### config.mk
export PLATFORM = sky130hd
export DESIGN_NAME = seq_control_unit
export DESIGN_NICKNAME = d
export VERILOG_FILES = /design/src/rtl/seq_control_unit.sv
export SDC_FILE = /design/constraint.sdc
export NUM_CORES = 1
export LEC_CHECK = 0
export BUFFER_PORTS_ARGS = -buffer_cell sky130_fd_sc_hd__buf_4
export CORE_ASPECT_RATIO = 0.6
export CORE_MARGIN = 4
export CORE_UTILIZATION = 50
export CTS_CLUSTER_SIZE = 20
export DETAILED_ROUTE_END_ITERATION = 10
export PLACE_DENSITY = 0.8
export SLEW_MARGIN = 20
export SYNTH_ARGS = -nofsm -noshare
export SYNTH_HDL_FRONTEND = slang
export SYNTH_SLANG_ARGS = --single-unit
### constraint.sdc
create_clock -name clk -period 2.53 [get_ports clk]
set_clock_uncertainty 0.05 [all_clocks]
set_input_delay 0.253 -clock clk [delete_from_list [all_inputs] [get_ports clk]]
set_output_delay 0.253 -clock clk [all_outputs]
set_load 0.01 [all_outputs]
### src/rtl/seq_control_unit.sv
// seq_control_unit -- sequencer for a small 16-bit instruction set.
//
// Fetches one instruction at a time, decodes it into register-file,
// ALU, memory and PC control strobes, waits (with bounded timeouts) on
// multi-cycle ALU ops and memory accesses, and takes prioritised
// interrupts between instructions.
//
// Ports:
//   clk, rst_n            rising-edge clock, async active-low reset
//   instr, i_valid, i_req instruction fetch handshake
//   reg1_addr, reg2_addr  register read addresses
//   wb_addr, wb_en,       register write-back (wb_src: 0 ALU, 1 mem,
//   wb_src, imm           2 imm-high, 3 imm-low), 8-bit immediate
//   alu_op, alu_start,    ALU operation, multi-cycle start pulse, done
//   alu_done
//   mem_rd, mem_wr,       memory strobes (held until mem_ready)
//   mem_ready
//   pc_inc, pc_load       program-counter control
//   flags                 [0] eq, [1] gt, [2] interrupt mask
//   irq, irq_ack, irq_idx interrupt lines, acknowledge, winning index
//   halted, timeout_err   halt indication, sticky wait-timeout flag
module seq_control_unit #(
    parameter int NUM_IRQ     = 4,
    parameter int IRQ_W       = 2,
    parameter int DIV_TIMEOUT = 31,
    parameter int MEM_TIMEOUT = 15
) (
    input  logic               clk,
    input  logic               rst_n,
    input  logic [15:0]        instr,
    input  logic               i_valid,
    output logic               i_req,
    output logic [3:0]         reg1_addr,
    output logic [3:0]         reg2_addr,
    output logic [3:0]         wb_addr,
    output logic               wb_en,
    output logic [1:0]         wb_src,
    output logic [7:0]         imm,
    output logic [3:0]         alu_op,
    output logic               alu_start,
    input  logic               alu_done,
    output logic               mem_rd,
    output logic               mem_wr,
    input  logic               mem_ready,
    output logic               pc_inc,
    output logic               pc_load,
    input  logic [2:0]         flags,
    input  logic [NUM_IRQ-1:0] irq,
    output logic               irq_ack,
    output logic [IRQ_W-1:0]   irq_idx,
    output logic               halted,
    output logic               timeout_err
);

    localparam int MAX_TO = (DIV_TIMEOUT > MEM_TIMEOUT) ? DIV_TIMEOUT : MEM_TIMEOUT;
    localparam int CNT_W  = (MAX_TO < 1) ? 1 : $clog2(MAX_TO + 1);

    typedef enum logic [2:0] {
        S_FETCH, S_DECODE, S_ALU_WAIT, S_MEM_WAIT, S_WRITEBACK, S_INT_ENTRY, S_HALT
    } state_t;

    typedef enum logic [3:0] {
        C_ALU, C_MULTI, C_IMM_HI, C_IMM_LO, C_LOAD, C_STORE, C_JUMP, C_NOP, C_ILLEGAL
    } iclass_t;

    state_t             state, state_n;
    iclass_t            iclass;
    logic [15:0]        ir;
    logic [CNT_W-1:0]   cnt, cnt_n;
    logic [IRQ_W-1:0]   irq_sel;
    logic               run;        // low for the first cycle after reset
    logic               load_ir, take_irq, set_to, jump_taken;

    // Instruction class from the latched instruction word.
    always_comb begin
        iclass = C_ILLEGAL;
        case (ir[15:12])
            4'h1, 4'h2, 4'h3, 4'h6, 4'h7, 4'h8, 4'h9, 4'hA: iclass = C_ALU;
            4'h4, 4'h5: iclass = C_MULTI;
            4'hB:       iclass = C_IMM_HI;
            4'hC:       iclass = C_IMM_LO;
            4'hF: begin
                if (ir == 16'hFFFF)        iclass = C_NOP;
                else if (ir[11:8] == 4'h4) iclass = C_LOAD;
                else if (ir[11:8] == 4'h5) iclass = C_STORE;
                else if (ir[11:8] == 4'h3) iclass = C_JUMP;
            end
            default: iclass = C_ILLEGAL;
        endcase
    end

    assign jump_taken = (ir[4] & flags[0])
                      | (ir[5] & ~flags[1] & ~flags[0])
                      | (ir[6] &  flags[1] & ~flags[0])
                      |  ir[7];

    // Lowest-numbered pending line wins: scan from the top so the last
    // hit is the smallest index.
    always_comb begin
        irq_sel = '0;
        for (int i = NUM_IRQ - 1; i >= 0; i--) begin
            if (irq[i]) irq_sel = IRQ_W'(i);
        end
    end

    // Operand fields stay valid for the whole life of the instruction so
    // write-back sees stable wb_addr/wb_src.
    always_comb begin
        reg1_addr = '0;
        reg2_addr = '0;
        alu_op    = '0;
        wb_addr   = '0;
        wb_src    = '0;
        imm       = '0;
        if (state inside {S_DECODE, S_ALU_WAIT, S_MEM_WAIT, S_WRITEBACK}) begin
            case (iclass)
                C_ALU, C_MULTI: begin
                    reg1_addr = ir[11:8];
                    reg2_addr = ir[7:4];
                    alu_op    = ir[15:12];
                    wb_addr   = ir[3:0];
                    wb_src    = 2'd0;
                end
                C_IMM_HI, C_IMM_LO: begin
                    imm     = ir[7:0];
                    wb_addr = ir[11:8];
                    wb_src  = (iclass == C_IMM_HI) ? 2'd2 : 2'd3;
                end
                C_LOAD: begin
                    reg2_addr = ir[7:4];
                    wb_addr   = ir[3:0];
                    wb_src    = 2'd1;
                end
                C_STORE: begin
                    reg1_addr = ir[7:4];
                    reg2_addr = ir[3:0];
                end
                C_JUMP:  reg1_addr = ir[3:0];
                default: ;
            endcase
        end
    end

    // NOTE: every signal driven here gets a default first, so no path
    // through the case leaves one unassigned and no latch is inferred.
    always_comb begin
        state_n   = state;
        cnt_n     = cnt;
        i_req     = 1'b0;
        pc_inc    = 1'b0;
        pc_load   = 1'b0;
        alu_start = 1'b0;
        mem_rd    = 1'b0;
        mem_wr    = 1'b0;
        wb_en     = 1'b0;
        irq_ack   = 1'b0;
        halted    = 1'b0;
        load_ir   = 1'b0;
        take_irq  = 1'b0;
        set_to    = 1'b0;
        case (state)
            S_FETCH: begin
                if (run) begin
                    if ((|irq) && !flags[2]) begin
                        take_irq = 1'b1;
                        state_n  = S_INT_ENTRY;
                    end else begin
                        i_req = 1'b1;
                        if (i_valid) begin
                            pc_inc  = 1'b1;
                            load_ir = 1'b1;
                            state_n = S_DECODE;
                        end
                    end
                end
            end
            S_DECODE: begin
                case (iclass)
                    C_ALU, C_IMM_HI, C_IMM_LO: state_n = S_WRITEBACK;
                    C_MULTI: begin
                        alu_start = 1'b1;
                        cnt_n     = CNT_W'(DIV_TIMEOUT);
                        state_n   = S_ALU_WAIT;
                    end
                    C_LOAD, C_STORE: begin
                        mem_rd  = (iclass == C_LOAD);
                        mem_wr  = (iclass == C_STORE);
                        cnt_n   = CNT_W'(MEM_TIMEOUT);
                        state_n = S_MEM_WAIT;
                    end
                    C_JUMP: begin
                        pc_load = jump_taken;
                        state_n = S_FETCH;
                    end
                    C_NOP:   state_n = S_FETCH;
                    default: state_n = S_HALT;
                endcase
            end
            S_ALU_WAIT: begin
                // Done is honoured even on the last (count 0) cycle.
                if (alu_done) begin
                    state_n = S_WRITEBACK;
                end else if (cnt == '0) begin
                    set_to  = 1'b1;
                    state_n = S_HALT;
                end else begin
                    cnt_n = cnt - CNT_W'(1);
                end
            end
            S_MEM_WAIT: begin
                mem_rd = (iclass == C_LOAD);
                mem_wr = (iclass == C_STORE);
                if (mem_ready) begin
                    state_n = (iclass == C_LOAD) ? S_WRITEBACK : S_FETCH;
                end else if (cnt == '0) begin
                    set_to  = 1'b1;
                    state_n = S_HALT;
                end else begin
                    cnt_n = cnt - CNT_W'(1);
                end
            end
            S_WRITEBACK: begin
                wb_en   = 1'b1;
                state_n = S_FETCH;
            end
            S_INT_ENTRY: begin
                irq_ack = 1'b1;
                pc_load = 1'b1;
                state_n = S_FETCH;
            end
            S_HALT:  halted = 1'b1;
            default: state_n = S_FETCH;
        endcase
    end

    // NOTE: sequential state uses non-blocking assignments so every flop
    // samples pre-edge values regardless of statement order.
    always_ff @(posedge clk or negedge rst_n) begin
        if (!rst_n) begin
            state       <= S_FETCH;
            cnt         <= '0;
            ir          <= '0;
            irq_idx     <= '0;
            timeout_err <= 1'b0;
            run         <= 1'b0;
        end else begin
            run   <= 1'b1;
            state <= state_n;
            cnt   <= cnt_n;
            if (load_ir)  ir          <= instr;
            if (take_irq) irq_idx     <= irq_sel;
            if (set_to)   timeout_err <= 1'b1;
        end
    end

endmodule

# After elaboration in Yosys (flattened, before gate mapping)
# Index checks and enable logic that the tools add are counted.
# word_totals
reg_bits	28
inputBits	28
word_cells	132
out_inout_bits	38
# classes
reduce_logical	18
n_bitwise	11
n_eq_ne	35
mux	61
add_sub_neg	1
# op_table
operator	count
== test 4 x 3 -> 1 bit, second input constant	10
two-way mux 4 bit	9
== test 4 bit, second input constant	6
two-way mux 1 bit	22
two-way mux 3 bit	7
== test 4 x 2 -> 1 bit, second input constant	5
one-hot mux 4 bit (5 select lines)	1
== test 16 bit, second input constant	1
two-way mux 8 bit	2
one-hot mux 4 bit (2 select lines)	2
two-way mux 5 bit	3
one-hot mux 3 bit (5 select lines)	1
one-hot mux 5 bit (3 select lines)	1
one-hot mux 3 bit (4 select lines)	1
one-hot mux 4 bit (3 select lines)	1
two-way mux 2 bit	5
one-hot mux 5 bit (2 select lines)	1
OR reduction 2 bit	5
== test 3 bit, second input constant	3
== test 4 x 1 -> 1 bit, second input constant	2
one-hot mux 1 bit (2 select lines)	4
OR reduction 8 bit	1
== test 3 x 2 -> 1 bit, second input constant	2
!= test 2 bit, second input constant	3
other kinds (19)	28

# Depth between registers and ports, before layout
# depth
word_depth	10
mapped_depth	8
ltp_nobuf	7

# Worst setup path after synthesis
# Ideal clock, no wire load.
# synth_path
path_kind	register to output
from	register ir[8]
to	output wb_addr[0]
arrival_ps	1960
setup_slack_ps	267
required_ps	2227
path_buffers	0
stages_incl_launch_ff	6
cell_sequence	dfrtp_1 -> or3b_1 -> a211o_1 -> or4_4 -> a21oi_4 -> a22o_1
# synth_via
elab_chain_len	10
word_cells_on_any_way	18
cone_classes	8 x eq/ne; 7 x mux; 3 x reduce/logical
# synth_lines
item	line_no	source
start, declared	68	logic [15:0] ir;
start signal, assigned	250	if (load_ir) ir <= instr;
== test 4 x 2 -> 1 bit	86	else if (ir[11:8] == 4'h3) iclass = C_JUMP;
two-way mux 4 bit	86	
two-way mux 4 bit	85	else if (ir[11:8] == 4'h5) iclass = C_STORE;
two-way mux 4 bit	84	else if (ir[11:8] == 4'h4) iclass = C_LOAD;
two-way mux 4 bit	83	if (ir == 16'hFFFF) iclass = C_NOP;
one-hot mux 4 bit (5 select lines)	77	case (ir[15:12])
== test 4 x 3 -> 1 bit (tied with other cells)	116	case (iclass)
OR reduction 3 bit (no source line) or OR reduction 2 bit (tied branches)	-	
one-hot mux 4 bit (2 select lines) *	116	
two-way mux 4 bit *	115	if (state inside {S_DECODE, S_ALU_WAIT, S_MEM_WAIT, S_WRITEBACK}) begin
end, declared	35	output logic [3:0] wb_addr,
# Every way passes the cells marked *; elsewhere a longest branch is shown, timed or not.

# Final worst setup path
# layout_path
from	register ir[8]
to	output wb_addr[3]
# layout_via
elab_chain_len	10
word_cells_on_any_way	18
cone_classes	8 x eq/ne; 7 x mux; 3 x reduce/logical
# layout_lines
item	line_no
== test 4 x 2 -> 1 bit	86
two-way mux 4 bit	86
two-way mux 4 bit	85
two-way mux 4 bit	84
two-way mux 4 bit *	83
one-hot mux 4 bit (5 select lines) *	77
== test 4 x 3 -> 1 bit (tied with other cells)	116
OR reduction 3 bit (no source line) or OR reduction 2 bit (tied branches)	-
one-hot mux 4 bit (2 select lines) *	116
two-way mux 4 bit *	115
# Marked as above.

==> results_dict.tcl <==
set metrics [dict create \
    outcome "finished, violations left" \
    violations "setup timing" \
    dp_hpwl_um 4460 \
    period_needed_ns 2.67 \
    num_rows 17 \
    viasPerCell 5.96 \
    track_usage_pct 23.9 \
    timing.final.hold_violations 0 \
    async_flop_share_pct 100 \
    wirelength_um 5900 \
    finalWorstSetupSlack_ns -0.137 \
    grt_pass1_wl_um 9390 \
    drtPass1Iterations 4 \
    internal_power_uw 661 \
    numCtsBuffers 3 \
    cts_tree "done" \
    synth_cell_types 55 \
    worstSetupStartpoint "ir[8]" \
    worstPathCellList "or3b_1 -> a211o_1 -> or4_4 -> a21oi_4 -> a22o_1 -> buf_4" \
    worstHoldPathType "primary input to flop" \
    clock-sinks 28 \
    grt_max_degree 29 \
    clk_pin_slew_worst_paths_ns 0.10 \
    yosysTopAreaCellShare_pct 36.0 \
    p_leak_nw 1.30 \
    die_h_um 56.3 \
    required_ns 2.23 \
    crit_path_end "wb_addr[3]" \
    startpoint_type "flop" \
    layout-drive-gt1-share_pct 40.8 \
    root_buffer "clkbuf_8" \
    clk_latency_ns 0.28 \
    synthTopCellsByArea "dfrtp_1 (36%), mux2_2 (12%), nor2_1 (3.9%), a22o_1 (3.6%), and3_1 (3.5%)" \
    r2r_start "ir[12]" \
    clockBufferDepth 2 \
    first_global_vias 1880 \
    h-tree-depth 1 \
    num_io_pins 66 \
    gr-total-overflow 0 \
    final_nets 319 \
    port_buffers 65 \
    power.density_mw_per_mm2 330 \
    cap_violations 0 \
    timing.rr.end "cnt[0]" \
    worst_setup_path_end_kind "primary output" \
    maxSlewHeadroom_pct 30.4 \
    yosys_warnings 0 \
    synthTopCellsByCount "dfrtp_1 (28), mux2_2 (20), nor2_1 (20)" \
    yosys.area.top_type "dfrtp_1" \
    ys_seq_area_share_pct 36.0 \
    reg2reg_slack_ns 0.25 \
    dieWidth_um 88.5 \
    worst_pin_slew_ns 1.04 \
    ys_ff_latch 28 \
    finalPower_uw 875 \
    drc 0 \
    nFillCells 308 \
    max_stage_delay_ns 0.45 \
    antenna_found_initial 0 \
    gp_congestion 0.900 \
    finalMaxSlewViolations 0 \
    drt_iter0_markers 251 \
    ant_nets 0 \
    combPwrFrac_pct 12.4 \
    syn_area_per_cell_um2 9.18 \
    clkPwrFrac_pct 32.8 \
    setup_viol 9 \
    fin_crit_sh_pct 105 \
    crit_arrival_ns 2.36 \
    post_dp_cell_area_mm2 0.00257 \
    synth_most_common_cell "dfrtp_1" \
    worstSetupPathType "flop to primary output" \
    synth-edff-count 0 \
    r2r_cells 6 \
    dieArea_mm2 0.00499 \
    synthCells 212 \
    syn_area_mm2 0.00195 \
    vias 2003 \
    critPathMaxFanout 8 \
    ys.flop_type "dfrtp_1" \
    num_antenna_cells 0 \
    wl_per_cell_um 17.6 \
    area_growth_pct 36.3 \
    p_seq_share_pct 54.8 \
    max_freq_mhz 375 \
    switching_share_pct 24.5 \
    stdcell_area_mm2 0.00265 \
    worst_path_max_delay_cell "or4_4" \
    syn-num-nets 241 \
    initial_utilization_pct 52.6 \
    switchingPower_uw 214 \
    rsz0062_at_grt "yes" \
    core_mm2 0.00370 \
    peakVddDrop_mv 0.234 \
]
through the flow:
step / hold slack [ns] / TNS [ns] / setup slack, ns / cells / utilization, %
2_1_floorplan: -0.0926 / 0 / 0.267 / 212 / -
3_3_place_gp: 0.144 / 0 / 0.182 / 329 / 69.4
3_5_place_dp: 0.150 / 0 / 0.130 / 329 / 69.4
4_1_cts: 0.144 / -0.909 / -0.124 / 336 / 71.6
5_1_grt: 0.135 / -1.86 / -0.234 / 336 / 71.7
6_report: 0.148 / -1.09 / -0.137 / 336 / 71.7
metal layers:
| layer | routed length (um) | track usage, % |
|---|---|---|
| met1 | 2770 | 37.9 |
| met4 | 19 | 3.45 |
| met3 | 573 | 4.99 |
| met5 | 0 | 0 |
| met2 | 2540 | 33.7 |
area by class of cell:
| cell class | count | area [um2] | area share, % |
|---|---|---|---|
| clock buffers | 4 | 55.1 | 2.08 |
| inverters | 8 | 30.0 | 1.13 |
| multi-input cells | 164 | 1170 | 44.0 |
| flip-flops and latches | 28 | 702 | 26.5 |
| well taps | 47 | 58.8 | 2.22 |
| repair buffers | 85 | 641 | 24.2 |
worst min path at each step:
stage              start          to  slack (ns)  cells past startpoint
4_1_cts         instr[9]       ir[9]        0.14                      2
6_report        instr[9]       ir[9]        0.15                      2
2_1_floorplan      rst_n      cnt[0]       -0.09                      0
5_1_grt        instr[14]      ir[14]        0.13                      2
3_3_place_gp       rst_n  irq_idx[1]        0.14                      1
3_5_place_dp       rst_n       ir[3]        0.15                      1
cell usage in the layout (no fill, tap or decap), drive strengths merged, types with 5 or more instances in the layout:
cell and count:
o21ai 6, dfrtp 28, nand2 11, a21oi 10, buf 84, nor2 20
inv 7, nor3 11, mux2 20, a22o 8, a22oi 5, and3 11
sequential cells by signal, summed over array words and instances, names as in the netlist:
name	flops
ir	16
state	3
run	1
irq_idx	2
timeout_err	1
cnt	5
power by group through the flow:
stage	logic, mW	registers [mW]	clock network [mW]
after floorplan	0.0454	0.480	0
after global placement	0.105	0.486	0
after detailed placement	0.107	0.488	0
after CTS	0.109	0.479	0.291
after global routing	0.120	0.482	0.307
final	0.109	0.480	0.287
logic make-up after synthesis:
group	after synthesis	share of synthesized area, %
xor+xnor	2	0.900
fa+ha+maj	1	0.643
flops	28	36.0
other cells	1	0.193
mux	20	11.6
compound gates	56	22.6
simple gates	84	23.9
buf+inv	20	4.18
critical path, delay by kind of cell (launching register included):
| family | cells | cell delay, ns |
|---|---|---|
| compound gates | 3 | 0.75 |
| buf+inv | 1 | 0.11 |
| flops | 1 | 0.40 |
| simple gates | 2 | 0.83 |
what timing repair did:
action / in CTS / in global routing
pin swaps: 8 / 0
buffers inserted: 2 / 0
gates resized for setup: 1 / 1
setup endpoints to repair: 8 / 10
hold buffers: 1 / 0
hold endpoints to repair: 28 / 0
Power figures use the tool's default switching activity.
